## src/rtl/riscv_pkg.sv

```systemverilog
// rtl/riscv_pkg.sv - shared core constants, fetch state encoding and PC helpers
package riscv_pkg;

    localparam int XLEN = 32;

    localparam logic [XLEN-1:0] RESET_PC_DEFAULT  = 32'h0000_0000;
    localparam logic [XLEN-1:0] NOP_INSTR_DEFAULT = 32'h0000_0013;

    typedef enum logic [1:0] {
        FETCH = 2'b00,
        WAIT  = 2'b01,
        HOLD  = 2'b10
    } fetch_state_e;

    function automatic logic [XLEN-1:0] align_pc(input logic [XLEN-1:0] addr);
        return addr & ~XLEN'(3);
    endfunction

endpackage

```

## src/rtl/instr_fetch_if.sv

```systemverilog
// rtl/instr_fetch_if.sv - instruction memory req/gnt + rvalid bus
interface instr_fetch_if;
    import riscv_pkg::*;

    logic            imem_req;
    logic [XLEN-1:0] imem_addr;
    logic            imem_gnt;
    logic            imem_rvalid;
    logic [XLEN-1:0] imem_rdata;

    modport master (
        output imem_req, imem_addr,
        input  imem_gnt, imem_rvalid, imem_rdata
    );

    modport slave (
        input  imem_req, imem_addr,
        output imem_gnt, imem_rvalid, imem_rdata
    );

endinterface

```

## src/rtl/instr_fetch.sv

```systemverilog
// rtl/instr_fetch.sv - fetch stage: PC, single-outstanding imem request, held instruction to decode
module instr_fetch
    import riscv_pkg::*;
#(
    parameter logic [XLEN-1:0] RESET_PC  = RESET_PC_DEFAULT,
    parameter logic [XLEN-1:0] NOP_INSTR = NOP_INSTR_DEFAULT
) (
    input  logic            clk,
    input  logic            rst,
    instr_fetch_if.master   imem,
    output logic [XLEN-1:0] instr,
    output logic [XLEN-1:0] pc_out,
    output logic            instr_valid,
    input  logic            instr_ready,
    input  logic            redirect,
    input  logic [XLEN-1:0] redirect_target
);

    fetch_state_e    state;
    logic [XLEN-1:0] pc;
    logic            discard;
    logic            req;

    assign imem.imem_req  = req;
    assign imem.imem_addr = pc;

    // req is a register so no input reaches it combinationally; it comes up
    // one cycle after reset release and is re-armed on every entry to FETCH.
    always_ff @(posedge clk) begin
        if (rst) begin
            state       <= FETCH;
            pc          <= RESET_PC;
            discard     <= 1'b0;
            req         <= 1'b0;
            instr       <= NOP_INSTR;
            pc_out      <= RESET_PC;
            instr_valid <= 1'b0;
        end else begin
            case (state)
                FETCH: begin
                    if (redirect) begin
                        pc <= align_pc(redirect_target);
                    end
                    if (req && imem.imem_gnt) begin
                        state   <= WAIT;
                        req     <= 1'b0;
                        discard <= redirect;
                    end else begin
                        req <= 1'b1;
                    end
                end
                WAIT: begin
                    if (redirect) begin
                        pc <= align_pc(redirect_target);
                    end
                    if (imem.imem_rvalid) begin
                        if (discard || redirect) begin
                            discard <= 1'b0;
                            state   <= FETCH;
                            req     <= 1'b1;
                        end else begin
                            instr       <= imem.imem_rdata;
                            pc_out      <= pc;
                            instr_valid <= 1'b1;
                            state       <= HOLD;
                        end
                    end else if (redirect) begin
                        discard <= 1'b1;
                    end
                end
                HOLD: begin
                    // A redirect overrides the sequential increment even when decode consumes.
                    if (redirect || instr_ready) begin
                        pc          <= redirect ? align_pc(redirect_target) : pc + XLEN'(4);
                        instr_valid <= 1'b0;
                        instr       <= NOP_INSTR;
                        state       <= FETCH;
                        req         <= 1'b1;
                    end
                end
                default: begin
                    state <= FETCH;
                    req   <= 1'b0;
                end
            endcase
        end
    end

endmodule

```

## src/flat_wrapper.sv

```systemverilog
// flat-port wrapper written by rule: the top's interface ports become plain ports
module instr_fetch_flat import riscv_pkg::*;
#(
    parameter logic [XLEN-1:0] RESET_PC  = RESET_PC_DEFAULT,
    parameter logic [XLEN-1:0] NOP_INSTR = NOP_INSTR_DEFAULT
)
  (clk, rst, instr, pc_out, instr_valid, instr_ready, redirect, redirect_target, imem_imem_req, imem_imem_addr, imem_imem_gnt, imem_imem_rvalid, imem_imem_rdata);
  instr_fetch_if imem_i ();
  input  logic clk;
  input  logic rst;
  output logic [XLEN-1:0] instr;
  output logic [XLEN-1:0] pc_out;
  output logic instr_valid;
  input  logic instr_ready;
  input  logic redirect;
  input  logic [XLEN-1:0] redirect_target;
  output wire logic [$bits(imem_i.imem_req)-1:0] imem_imem_req;
  output wire logic [$bits(imem_i.imem_addr)-1:0] imem_imem_addr;
  input wire logic [$bits(imem_i.imem_gnt)-1:0] imem_imem_gnt;
  input wire logic [$bits(imem_i.imem_rvalid)-1:0] imem_imem_rvalid;
  input wire logic [$bits(imem_i.imem_rdata)-1:0] imem_imem_rdata;
  assign imem_imem_req = imem_i.imem_req;
  assign imem_imem_addr = imem_i.imem_addr;
  assign imem_i.imem_gnt = imem_imem_gnt;
  assign imem_i.imem_rvalid = imem_imem_rvalid;
  assign imem_i.imem_rdata = imem_imem_rdata;
  instr_fetch #(.RESET_PC(RESET_PC), .NOP_INSTR(NOP_INSTR)) u_core (.clk(clk), .rst(rst), .imem(imem_i), .instr(instr), .pc_out(pc_out), .instr_valid(instr_valid), .instr_ready(instr_ready), .redirect(redirect), .redirect_target(redirect_target));
endmodule
```

## config.mk

```make
export PLATFORM = sky130hd
export DESIGN_NAME = instr_fetch_flat
export DESIGN_NICKNAME = d
export VERILOG_FILES = /design/src/rtl/riscv_pkg.sv /design/src/rtl/instr_fetch_if.sv /design/src/rtl/instr_fetch.sv /design/src/flat_wrapper.sv
export SDC_FILE = /design/constraint.sdc
export NUM_CORES = 1
export LEC_CHECK = 0
export BUFFER_PORTS_ARGS = -buffer_cell sky130_fd_sc_hd__buf_4
export CELL_PAD_IN_SITES_DETAIL_PLACEMENT = 0
export CELL_PAD_IN_SITES_GLOBAL_PLACEMENT = 1
export CORE_MARGIN = 1.5
export CORE_UTILIZATION = 35
export DETAILED_ROUTE_END_ITERATION = 16
export GPL_TIMING_DRIVEN = 0
export PLACE_DENSITY_LB_ADDON = 0.1
export SETUP_SLACK_MARGIN = 0.3
export SYNTH_ARGS = -nofsm -noshare
export SYNTH_HDL_FRONTEND = slang
export SYNTH_SLANG_ARGS = --single-unit
```

## constraint.sdc

```tcl
create_clock -name clk -period 2.8 [get_ports clk]
set_input_delay 0.7 -clock clk [delete_from_list [all_inputs] [get_ports clk]]
set_output_delay 0.7 -clock clk [all_outputs]
set_load 0.02 [all_outputs]
```

Word level (Yosys, flattened, before mapping)
Cells that the tools add are included.
Word-level totals
  output and inout bits: 98
  word-level logic and storage cells: 60
  register bits: 101
  input port bits: 70
Cells by class
  muxes and demuxes: 27
  eq/ne operators: 10
  add/sub/neg operators: 1
  reductions and logical operators: 14
  bitwise logic cells: 1
Operators by type and width (number)
  $mux 32: 6
  $pmux 32 s2: 2
  $add 32x3->32 const B: 1
  $reduce_and 3->1: 4
  $mux 1: 11
  $mux 2: 4
  $ne 2x1->1 const B: 4
  $reduce_and 4->1: 2
  $pmux 2 s3: 1
  $reduce_bool 2->1: 3
  $ne 2x2->1 const B: 2
  $pmux 1 s2: 2
  $ne 3x2->1 const B: 1
  $ne 3x3->1 const B: 1
  $pmux 1 s3: 1
  $eq 2x1->1 const B: 1
  $eq 2x2->1 const B: 1
  $logic_not 2->1: 1
  $logic_or 1x1->1: 2
  $reduce_or 2->1: 1
  $logic_and 1x1->1: 1
  $not 1->1: 1

Longest topological paths before layout
Gate-level depths: netlist of the first run.
  word-level depth: 4
  gate-level depth with buffers: 11

Least setup slack after synthesis of the first run
No wires, ideal clock.
  kind: flip-flop to flip-flop
  from: reg u_core.state[1]
  to: reg u_core.instr[24]
  period minus slack after synthesis: 2037 ps
  cell stages (with the launch flop): 11
  data required time: 2735 ps
  setup time: 65 ps
  setup slack: 763 ps
  arrival: 1972 ps
  cell sequence: dfxtp_1 -> clkbuf_1 -> inv_1 -> ha_1 -> nor3b_2 -> and2_1 -> clkbuf_1 -> o221ai_2 -> buf_2 -> a21oi_1 -> nor2_1
On the way
  longest elaborated chain between the ends: 3
RTL lines
  start: declaration: line instr_fetch.sv:19  | fetch_state_e state;
  start signal: assignment: line instr_fetch.sv:31  | state <= FETCH;
  start signal: assignment: line instr_fetch.sv:45  | state <= WAIT;
  start signal: assignment: line instr_fetch.sv:59  | state <= FETCH;
  $eq 2x1->1 or $eq 2x2->1 (tied branches): line instr_fetch.sv:39  | case (state)
  $ne 2x2->1 (no line) (tied with other cells)
  $reduce_and 4->1 (no line)
  end signal: assignment: line instr_fetch.sv:62  | instr <= imem.imem_rdata;
  end: declaration: line instr_fetch.sv:11  | output logic [XLEN-1:0] instr,
Parallel ways exist; a longest one is shown, timed or not.
A chain may end at the register's enable or synchronous reset.

Worst setup path after layout of the first run
  from: reg u_core.state[0]
  to: reg u_core.pc[10] (netlist: u_core.imem.imem_addr[10])
On the way
  longest elaborated chain between the ends: 4
RTL lines
  $eq 2x1->1 or $logic_not 2->1 (tied branches): line instr_fetch.sv:39
  $reduce_or 2->1 (no line)
  $ne 2x1->1 (no line) or $reduce_bool 2->1 (tied branches)
  $reduce_and 3->1 (no line)
  end signal: assignment: line instr_fetch.sv:42  | pc <= align_pc(redirect_target);
  end signal: assignment: line instr_fetch.sv:54  | pc <= align_pc(redirect_target);
  end signal: assignment: line instr_fetch.sv:74  | pc <= redirect ? align_pc(redirect_target) : pc + XLEN'(4);
  end: declaration: line instr_fetch.sv:20  | logic [XLEN-1:0] pc;
Parallel ways exist; a longest one is shown, timed or not.

==> results of run 1 <==
==> worst max-delay path: cells and delay by family, from the launching register on <==
kind | cells | cell delay (ns)
buffers and inverters | 3 | 0.89
AND/OR/NAND/NOR | 2 | 0.51
adder cells (fa/ha/maj) | 1 | 0.15
AO/OA/AOI/OAI | 2 | 0.26
flip-flops | 1 | 0.36
==> power by group <==
group	switching (uW)	internal [uW]	total [uW]
clock	543	865	1410
sequential	111	1480	1590
combinational	558	392	950
==> final cells by class <==
type                    instances  area (um2)
inverters                       7        26.3
fillers                      1324        6680
plain buffers                  58         274
well taps                     176         220
clock inverters                 6         108
repair buffers                161        1210
clock buffers                   9         225
multi-input cells             456        2510
flip-flops and latches         97        1940
==> per-stage QoR <==
step / total power [uW] / setup slack, ns / cells / hold slack, ns
2_1_floorplan: 2160 / 0.763 / 618 / 0.505
3_3_place_gp: 2530 / 0.288 / 955 / 0.443
3_5_place_dp: 2540 / 0.262 / 955 / 0.448
4_1_cts: 3970 / 0.279 / 970 / 0.457
5_1_grt: 4140 / 0.314 / 970 / 0.470
6_report: 3950 / 0.477 / 970 / 0.455
==> final timing paths <==
| path | slack [ns] | to | from | depth (start not counted) |
|---|---|---|---|---|
| setup / recovery | 0.48 | u_core.imem.imem_addr[10]$_SDFFE_PP0P_ | u_core.state[0]$_SDFFE_PP0P_ | 8 |
| hold / removal | 0.45 | u_core.pc_out[20]$_SDFFE_PP0P_ | u_core.pc_out[20]$_SDFFE_PP0P_ | 2 |
| setup reg to reg | 0.48 | u_core.imem.imem_addr[10]$_SDFFE_PP0P_ | u_core.state[0]$_SDFFE_PP0P_ | 8 |
| hold reg to reg | 0.45 | u_core.pc_out[20]$_SDFFE_PP0P_ | u_core.pc_out[20]$_SDFFE_PP0P_ | 2 |
==> per-layer routing <==
| layer | GRT usage | wire, um | vias up |
|---|---|---|---|
| met4 | 0.102 | 424 | 0 |
| met5 | 0 | 0 | - |
| met3 | 0.0531 | 1330 | 25 |
| li1 | - | - | 2512 |
| met1 | 0.303 | 7100 | 2419 |
| met2 | 0.369 | 7390 | 213 |
==> registers in the layout, summed over array words and instances, names as in the netlist <==
| signal | flops |
|---|---|
| u_core.imem.imem_req | 1 |
| u_core.state | 2 |
| u_core.instr | 32 |
| u_core.imem.imem_addr | 30 |
| u_core.instr_valid | 1 |
| u_core.discard | 1 |
| u_core.pc_out | 30 |
==> synthesized netlist by cell type (all sizes together), types with 4 or more instances <==
master / instances / area (um2)
dfxtp: 97 / 1940
nand2: 95 / 359
a21oi: 88 / 440
nor2: 67 / 251
clkbuf: 37 / 140
nand3: 32 / 170
nor3b: 32 / 245
buf: 21 / 115
o21ai: 21 / 105
nor4: 13 / 103
nor3: 11 / 55.1
a22oi: 9 / 67.6
nand4: 9 / 56.3
inv: 7 / 26.3
a2bb2oi: 6 / 52.6
a31oi: 6 / 37.5
and3: 6 / 37.5
ha: 5 / 62.6
nand2b: 5 / 31.3
a21o: 4 / 30.0
a22o: 4 / 35.0
and2: 4 / 25.0
mux2i: 4 / 40.0
o22ai: 4 / 25.0
==> cells by family after synthesis <==
logic type / Yosys count / share of synthesized area
compound gates: 160 / 0.205
other cells: 1 / 0.000799
buf+inv: 65 / 0.0600
flops: 97 / 0.414
mux: 5 / 0.0109
fa+ha+maj: 5 / 0.0133
simple gates: 282 / 0.296
==> repair_timing <==
item / CTS / global route
gates resized for setup: 2 / 20
endpoints found under the setup margin: 30 / 85
buffers inserted: 0 / 0
==> flow_summary_export.csv, run 1 <==
group,metric,value,unit
worst_setup_path,cp-start-kind,"register",
detailed_routing,routed_wl,16200,um
finish,synthToLayoutAreaGrowth,38.8,%
floorplanning,floorplan.rows,42,
floorplanning,initial_core_util,0.356,
finish,drive_gt1_frac,0.275,
grt,first_global_vias,4903,
floorplanning,core-area,13200,um2
logic_synthesis,ys_seq_elements,97,
placed_design,dp_hpwl,11900,um
logic_synthesis,synthDistinctLibCells,55,
grt,grt_start_max_net_pins,16,
logic_synthesis,synth_area,4690,um2
sta,drv_slew,0,
placed_design,dpl_cell_area,6130,um2
finish,fin_nets,865,
worst_setup_path,critPathMaxFanout,10,
sta,period_needed,2.32,ns
grt,grt_pass1_wl,26100,um
status,outcome,"completed",
logic_synthesis,postSynth.asyncResetShare,0,
sta,fin_tns_setup,0,ns
detailed_routing,drtIter0Drc,360,
detailed_routing,ant_nets,0,
worst_setup_path,max_stage_delay,0.53,ns
floorplanning,die_w,119,um
placed_design,globalplace.congestion,0.863,
clock_network,cts.sinks,97,
power,ir_worst_vdd,0.000307,V
floorplanning,dieArea,14100,um2
clock_network,clk_latency,0.35,ns
logic_synthesis,yosysSeqAreaShare,0.414,
sta,finalSetupViolations,0,
logic_synthesis,synth_warnings,0,
power,cellPowerDensity,606,nW/um2
clock_network,clock_path_buffers,2,
finish,diodes,0,
detailed_routing,viasPerCell,5.33,
floorplanning,io_pins,168,
floorplanning,die_h,119,um
clock_network,cts_tree,"done",
finish,fin_util,0.494,
worst_setup_path,crit_chain,"inv_1 > ha_1 > buf_2 > nor2b_1 > clkbuf_1 > nand3_1 > o22ai_1 > a221oi_1",
min_path,min_path_type,"reg2reg",
worst_setup_path,crit_path_end_kind,"register",
sta,fmax,430,MHz
run,drv_cap,0,
logic_synthesis,synthCells,615,
clock_network,cts_buffers,9,
finish,mostFrequentLayoutCells,"166 x buf_4, 96 x dfxtp_1, 94 x nand2_1",
finish,fin_area,6520,um2
finish,final_common_cell,"buf_4",
detailed_routing,route.detailed.drc,0,
sta,finalClockSkew,0.00613,ns
clock_network,cts_hold_buf,0,
detailed_routing,via_count,5169,
clock_network,path_clk_slew,0.07,ns
worst_setup_path,critical_path_class,"reg2reg",
detailed_routing,wl_per_cell,16.8,um
grt,grt_use_total,0.233,
logic_synthesis,synth_edf_count,0,
detailed_routing,firstDrtPassIters,5,
clock_network,htreeDepth,3,
sta,rsz0062_at_grt,"no",
power,p_leak,0.00264,uW
sta,fin_crit_sh,0.830,
logic_synthesis,synth_ff_type,"dfxtp_1",
grt,grt_overflow,0,
sta,slew_headroom,0.497,
worst_setup_path,crit_required,2.99,ns
sta,hold_viol,0,
worst_setup_path,critPathArrivalTime,2.51,ns
worst_setup_path,slowest_stage,"clkbuf_1",
sta,worst_slew_pin_slew,0.755,ns
placed_design,port_buffers,161,
grt,grt_antenna_before_repair,0,
clock_network,root_buffer,"clkbuf_16",
logic_synthesis,avgSynthCellArea,7.63,um2
Power figures use the tool's default switching activity.
==> run 2: changes to the inputs <==
- clock period: 2.8 -> 2.2 ns (I/O delays scaled with it)
==> flow_summary_export.csv, run 2 (synthesis gave the netlist of run 1 again) <==
group,metric,value,unit
status,outcome,"completed",
clock_network,path_clk_slew,0.06,ns
detailed_routing,wl_per_cell,17.8,um
worst_setup_path,cp_num_buf_inv,3,
grt,grt_start_max_net_pins,15,
placed_design,dp_hpwl,11800,um
grt,grt_overflow,0,
clock_network,clock_path_buffers,2,
floorplanning,io_pins,168,
grt,first_global_vias,5134,
worst_setup_path,crit_required,2.43,ns
sta,slew_headroom,0.427,
finish,drive_gt1_frac,0.423,
detailed_routing,route.detailed.drc,0,
floorplanning,initial_core_util,0.356,
detailed_routing,via_count,5511,
clock_network,root_buffer,"clkbuf_16",
finish,fin_nets,913,
finish,nFillCells,1252,
finish,mostFrequentLayoutCells,"201 x buf_4, 92 x nand2_1, 85 x dfxtp_1",
finish,synthToLayoutAreaGrowth,64.0,%
power,report.power.total,5490,uW
finish,regMostFlops,"u_core.instr",
sta,worst_slew_pin_slew,0.859,ns
sta,finalSetupViolations,0,
worst_setup_path,crit_path_end_kind,"register",
worst_setup_path,slowest_stage,"or3_1",
clock_network,cts.sinks,97,
floorplanning,floorplan.rows,42,
finish,fin_util,0.583,
sta,fmax,510,MHz
worst_setup_path,critPathMaxFanout,6,
clock_network,clk_latency,0.35,ns
sta,hold_viol,0,
worst_setup_path,critical_path_class,"reg2reg",
grt,grt_use_total,0.240,
worst_setup_path,critPathArrivalTime,2.19,ns
finish,final_common_cell,"buf_4",
floorplanning,dieArea,14100,um2
sta,drv_slew,0,
power,ir_worst_vdd,0.000525,V
detailed_routing,firstDrtPassIters,5,
detailed_routing,drtIter0Drc,343,
sta,layout_setup_ws,0.238,ns
worst_setup_path,cp-start-kind,"register",
detailed_routing,ant_nets,0,
sta,finalClockSkew,0.00631,ns
finish,largest_reg_flops,32,
worst_setup_path,crit_family,"simple AND/OR/NAND/NOR gates",
floorplanning,die_w,119,um
clock_network,cts_buffers,9,
placed_design,port_buffers,161,
min_path,min_path_type,"reg2reg",
finish,diodes,0,
grt,grt_pass1_wl,26800,um
floorplanning,die_h,119,um
detailed_routing,routed_wl,18100,um
worst_setup_path,r2r_setup_slack,0.24,ns
clock_network,cts_tree,"done",
clock_network,htreeDepth,3,
sta,period_needed,1.96,ns
grt,grt_antenna_before_repair,0,
worst_setup_path,max_stage_delay,0.38,ns
placed_design,globalplace.congestion,0.865,
placed_design,preCtsSetupSlack,-0.210,ns
sta,fin_crit_sh,0.892,
detailed_routing,viasPerCell,5.41,
floorplanning,core-area,13200,um2
sta,rsz0062_at_grt,"yes",
run,drv_cap,0,
power,cellPowerDensity,714,nW/um2
power,p_leak,0.00316,uW
worst_setup_path,path_common_cell,"buf_4",
worst_setup_path,crit_chain,"buf_4 > ha_4 > buf_8 > nand2b_4 > o221a_4 > buf_4 > nand3_1 > a21oi_1 > or3_1",
==> run 2: area by class of cell <==
class | instances | area [um2] | area share
plain buffers | 58 | 492 | 0.0639
clock buffers | 12 | 246 | 0.0320
clock inverters | 3 | 65.1 | 0.00845
inverters | 7 | 31.3 | 0.00406
multi-input cells | 457 | 2980 | 0.387
flip-flops and latches | 97 | 1960 | 0.255
well taps | 176 | 220 | 0.0286
repair buffers | 208 | 1700 | 0.221
==> run 2: worst min-delay path: cells and delay by family, from the launching register on <==
kind / cells / cell delay [ns]
flip-flops: 1 / 0.31
AND/OR/NAND/NOR: 1 / 0.05
AO/OA/AOI/OAI: 1 / 0.05
==> run 2: power by group <==
group | switching [uW] | internal [uW] | leakage (uW)
combinational | 906 | 841 | 0.00222
clock | 683 | 1020 | 0.000153
sequential | 150 | 1890 | 0.000794
total | 1740 | 3750 | 0.00316
==> run 2: worst paths after layout <==
path	start	to	depth (start not counted)
setup / recovery	u_core.state[1]$_SDFFE_PP0P_	u_core.imem.imem_addr[25]$_SDFFE_PP0P_	9
hold / removal	u_core.pc_out[27]$_SDFFE_PP0P_	u_core.pc_out[27]$_SDFFE_PP0P_	2
setup reg to reg	u_core.state[1]$_SDFFE_PP0P_	u_core.imem.imem_addr[25]$_SDFFE_PP0P_	9
hold reg to reg	u_core.pc_out[27]$_SDFFE_PP0P_	u_core.pc_out[27]$_SDFFE_PP0P_	2
==> run 2: metrics by stage <==
stage | cells | setup TNS (ns) | area, um2 | hold slack [ns]
3_5_place_dp | 955 | -2.20 | 6180 | 0.449
3_3_place_gp | 955 | -1.75 | 6180 | 0.445
6_report | 1018 | 0 | 7700 | 0.455
5_1_grt | 1018 | 0 | 7700 | 0.453
4_1_cts | 983 | 0 | 6980 | 0.441
2_1_floorplan | 618 | 0 | 4750 | 0.513
==> run 2: per-layer routing <==
metal  up-vias  global-route usage  part of all wire  routed length (um)
met5         -                   0                 0                   0
met3        23              0.0627             0.074                1340
li1       2620                   -                 -                   -
met2       221               0.396              0.47                8570
met1      2647               0.303              0.43                7860
met4         0              0.0836             0.019                 338
==> run 2: timing repair <==
item | 4_1_cts | 5_1_grt
gates cloned | 4 | 6
buffers inserted | 9 | 29
pin swaps | 5 | 44
gates resized for setup | 109 | 106
hold buffers | 0 | 0
setup endpoints to repair | 94 | 94
endpoints found under the hold margin | 0 | 0
==> run 3: changes to the inputs <==
- CORE_MARGIN: 1.5 -> unset
- PLACE_DENSITY_LB_ADDON: 0.1 -> 0.12
==> flow_summary_export.csv, run 3 (synthesis gave the netlist of run 1 again) <==
group,metric,value,unit
min_path,min_path_type,"in2reg",
placed_design,dp_hpwl,11500,um
finish,stdcell_count,1005,
sta,slew_headroom,0.492,
power,ir_worst_vdd,0.000413,V
sta,finalSetupViolations,0,
clock_network,root_buffer,"clkbuf_16",
placed_design,dpl_cell_area,6170,um2
sta,fmax,513,MHz
floorplanning,floorplan.rows,41,
clock_network,clock_path_buffers,2,
power,cellPowerDensity,712,nW/um2
sta,worst_slew_pin_slew,0.763,ns
floorplanning,initial_core_util,0.366,
floorplanning,dieArea,13900,um2
floorplanning,die_h,118,um
placed_design,placed_cells,951,
clock_network,clk_latency,0.35,ns
detailed_routing,ant_nets,0,
finish,final_common_cell,"buf_4",
sta,worst_hold_slack,0.443,ns
clock_network,cts_buffers,9,
grt,grt_overflow,0,
grt,grt_pass1_wl,26100,um
placed_design,port_buffers,161,
finish,fin_util,0.578,
sta,drv_slew,0,
grt,first_global_vias,5105,
detailed_routing,via_count,5346,
grt,grt_start_max_net_pins,16,
finish,regArea,1960,um2
detailed_routing,routed_wl,17000,um
worst_setup_path,slowest_stage,"dfxtp_2",
clock_network,cts_hold_buf,0,
floorplanning,io_pins,168,
floorplanning,core-area,12800,um2
run,drv_cap,0,
power,p_leak,0.00305,uW
finish,fin_area,7410,um2
finish,multi_input_area,2880,um2
worst_setup_path,crit_path_end_kind,"register",
worst_setup_path,cp-start-kind,"register",
finish,nFillCells,1186,
floorplanning,die_w,118,um
detailed_routing,wl_per_cell,16.9,um
sta,fin_crit_sh,0.886,
detailed_routing,firstDrtPassIters,5,
worst_setup_path,critPathMaxFanout,7,
worst_setup_path,crit_chain,"buf_8 > clkinv_4 > ha_4 > nor3b_4 > and2_1 > clkbuf_8 > o221ai_4 > buf_4 > buf_6 > a21oi_2 > nor2_1",
finish,mostFrequentLayoutCells,"193 x buf_4, 93 x nand2_1, 88 x dfxtp_1",
clock_network,path_clk_slew,0.06,ns
grt,grt_use_total,0.237,
sta,hold_viol,0,
clock_network,cts_tree,"done",
placed_design,globalplace.congestion,0.908,
worst_setup_path,critical_path_class,"reg2reg",
detailed_routing,route.detailed.drc,0,
finish,diodes,0,
worst_setup_path,max_stage_delay,0.35,ns
finish,fin_nets,903,
clock_network,htreeDepth,3,
worst_setup_path,crit_required,2.48,ns
sta,period_needed,1.95,ns
status,outcome,"completed",
finish,regMostFlops,"u_core.instr",
detailed_routing,drtIter0Drc,331,
finish,drive_gt1_frac,0.406,
detailed_routing,viasPerCell,5.32,
finish,synthToLayoutAreaGrowth,57.9,%
finish,largest_reg_flops,32,
grt,grt_antenna_before_repair,0,
worst_setup_path,critPathArrivalTime,2.23,ns
clock_network,cts.sinks,97,
sta,finalClockSkew,0.00920,ns
sta,rsz0062_at_grt,"yes",
## run 3: changes by cell type in the layout (fill, tap and decap cells not counted), moves of 4 or more
cell,delta
buf_6,+4
a2bb2oi_1,+4
buf_8,-4
clkbuf_4,-5
buf_2,+6
clkbuf_16,-4
a2bb2oi_2,-4
buf_4,-8
o21ai_1,-6
o21ai_0,+7
## run 3: path summary, 6_finish.rpt
kind / slack (ns) / from / endpoint / cells after the start
hold / removal: 0.44 / imem_imem_rdata[0] / u_core.instr[0]$_SDFFE_PP1P_ / 3
hold reg to reg: 0.45 / u_core.pc_out[2]$_SDFFE_PP0P_ / u_core.pc_out[2]$_SDFFE_PP0P_ / 2
setup / recovery: 0.25 / u_core.state[1]$_SDFFE_PP0P_ / u_core.instr[7]$_SDFFE_PP0P_ / 11
setup reg to reg: 0.25 / u_core.state[1]$_SDFFE_PP0P_ / u_core.instr[7]$_SDFFE_PP0P_ / 11
## run 3: layer usage
metal | global-route usage | part of all wire | vias to the layer above
met4 | 0.101 | 0.027 | 0
met3 | 0.0703 | 0.080 | 34
met5 | 0 | 0 | -
met1 | 0.283 | 0.41 | 2516
met2 | 0.392 | 0.48 | 202
li1 | - | - | 2594
## run 3: cell type report
| type | instances | area share |
|---|---|---|
| buffer | 58 | 0.0593 |
| clock buffer | 12 | 0.0346 |
| clock inverter | 4 | 0.00692 |
| inverter | 7 | 0.00422 |
| multi-input combinational | 456 | 0.388 |
| sequential | 97 | 0.264 |
| tap | 172 | 0.0290 |
| timing repair buffer | 199 | 0.213 |
## run 3: critical path, delay by kind of cell, from the launching register on
family / cells / cell delay [ns]
AO/OA/AOI/OAI: 2 / 0.38
flip-flops: 1 / 0.35
buffers and inverters: 5 / 0.59
adder cells (fa/ha/maj): 1 / 0.15
AND/OR/NAND/NOR: 3 / 0.40
## run 3: stage by stage
step                setup WS, ns  total power (uW)  setup TNS (ns)
CTS                        0.301              5090               0
global route               0.141              5520               0
global placement          -0.186              3250           -2.17
detailed placement        -0.259              3270           -4.78
floorplan                  0.312              2780               0
finish                     0.251              5280               0
## run 3: report_power, final
group          switching, uW  internal, uW
combinational            837           756
sequential               149          1890
clock                    698           945
total                   1690          3590
## run 3: repair_timing
action                                  CTS  global route
setup buffers                            10            23
endpoints found under the setup margin   94            85
pin swaps                                 9            27
gates cloned                              3             2
gates resized for setup                  87            92
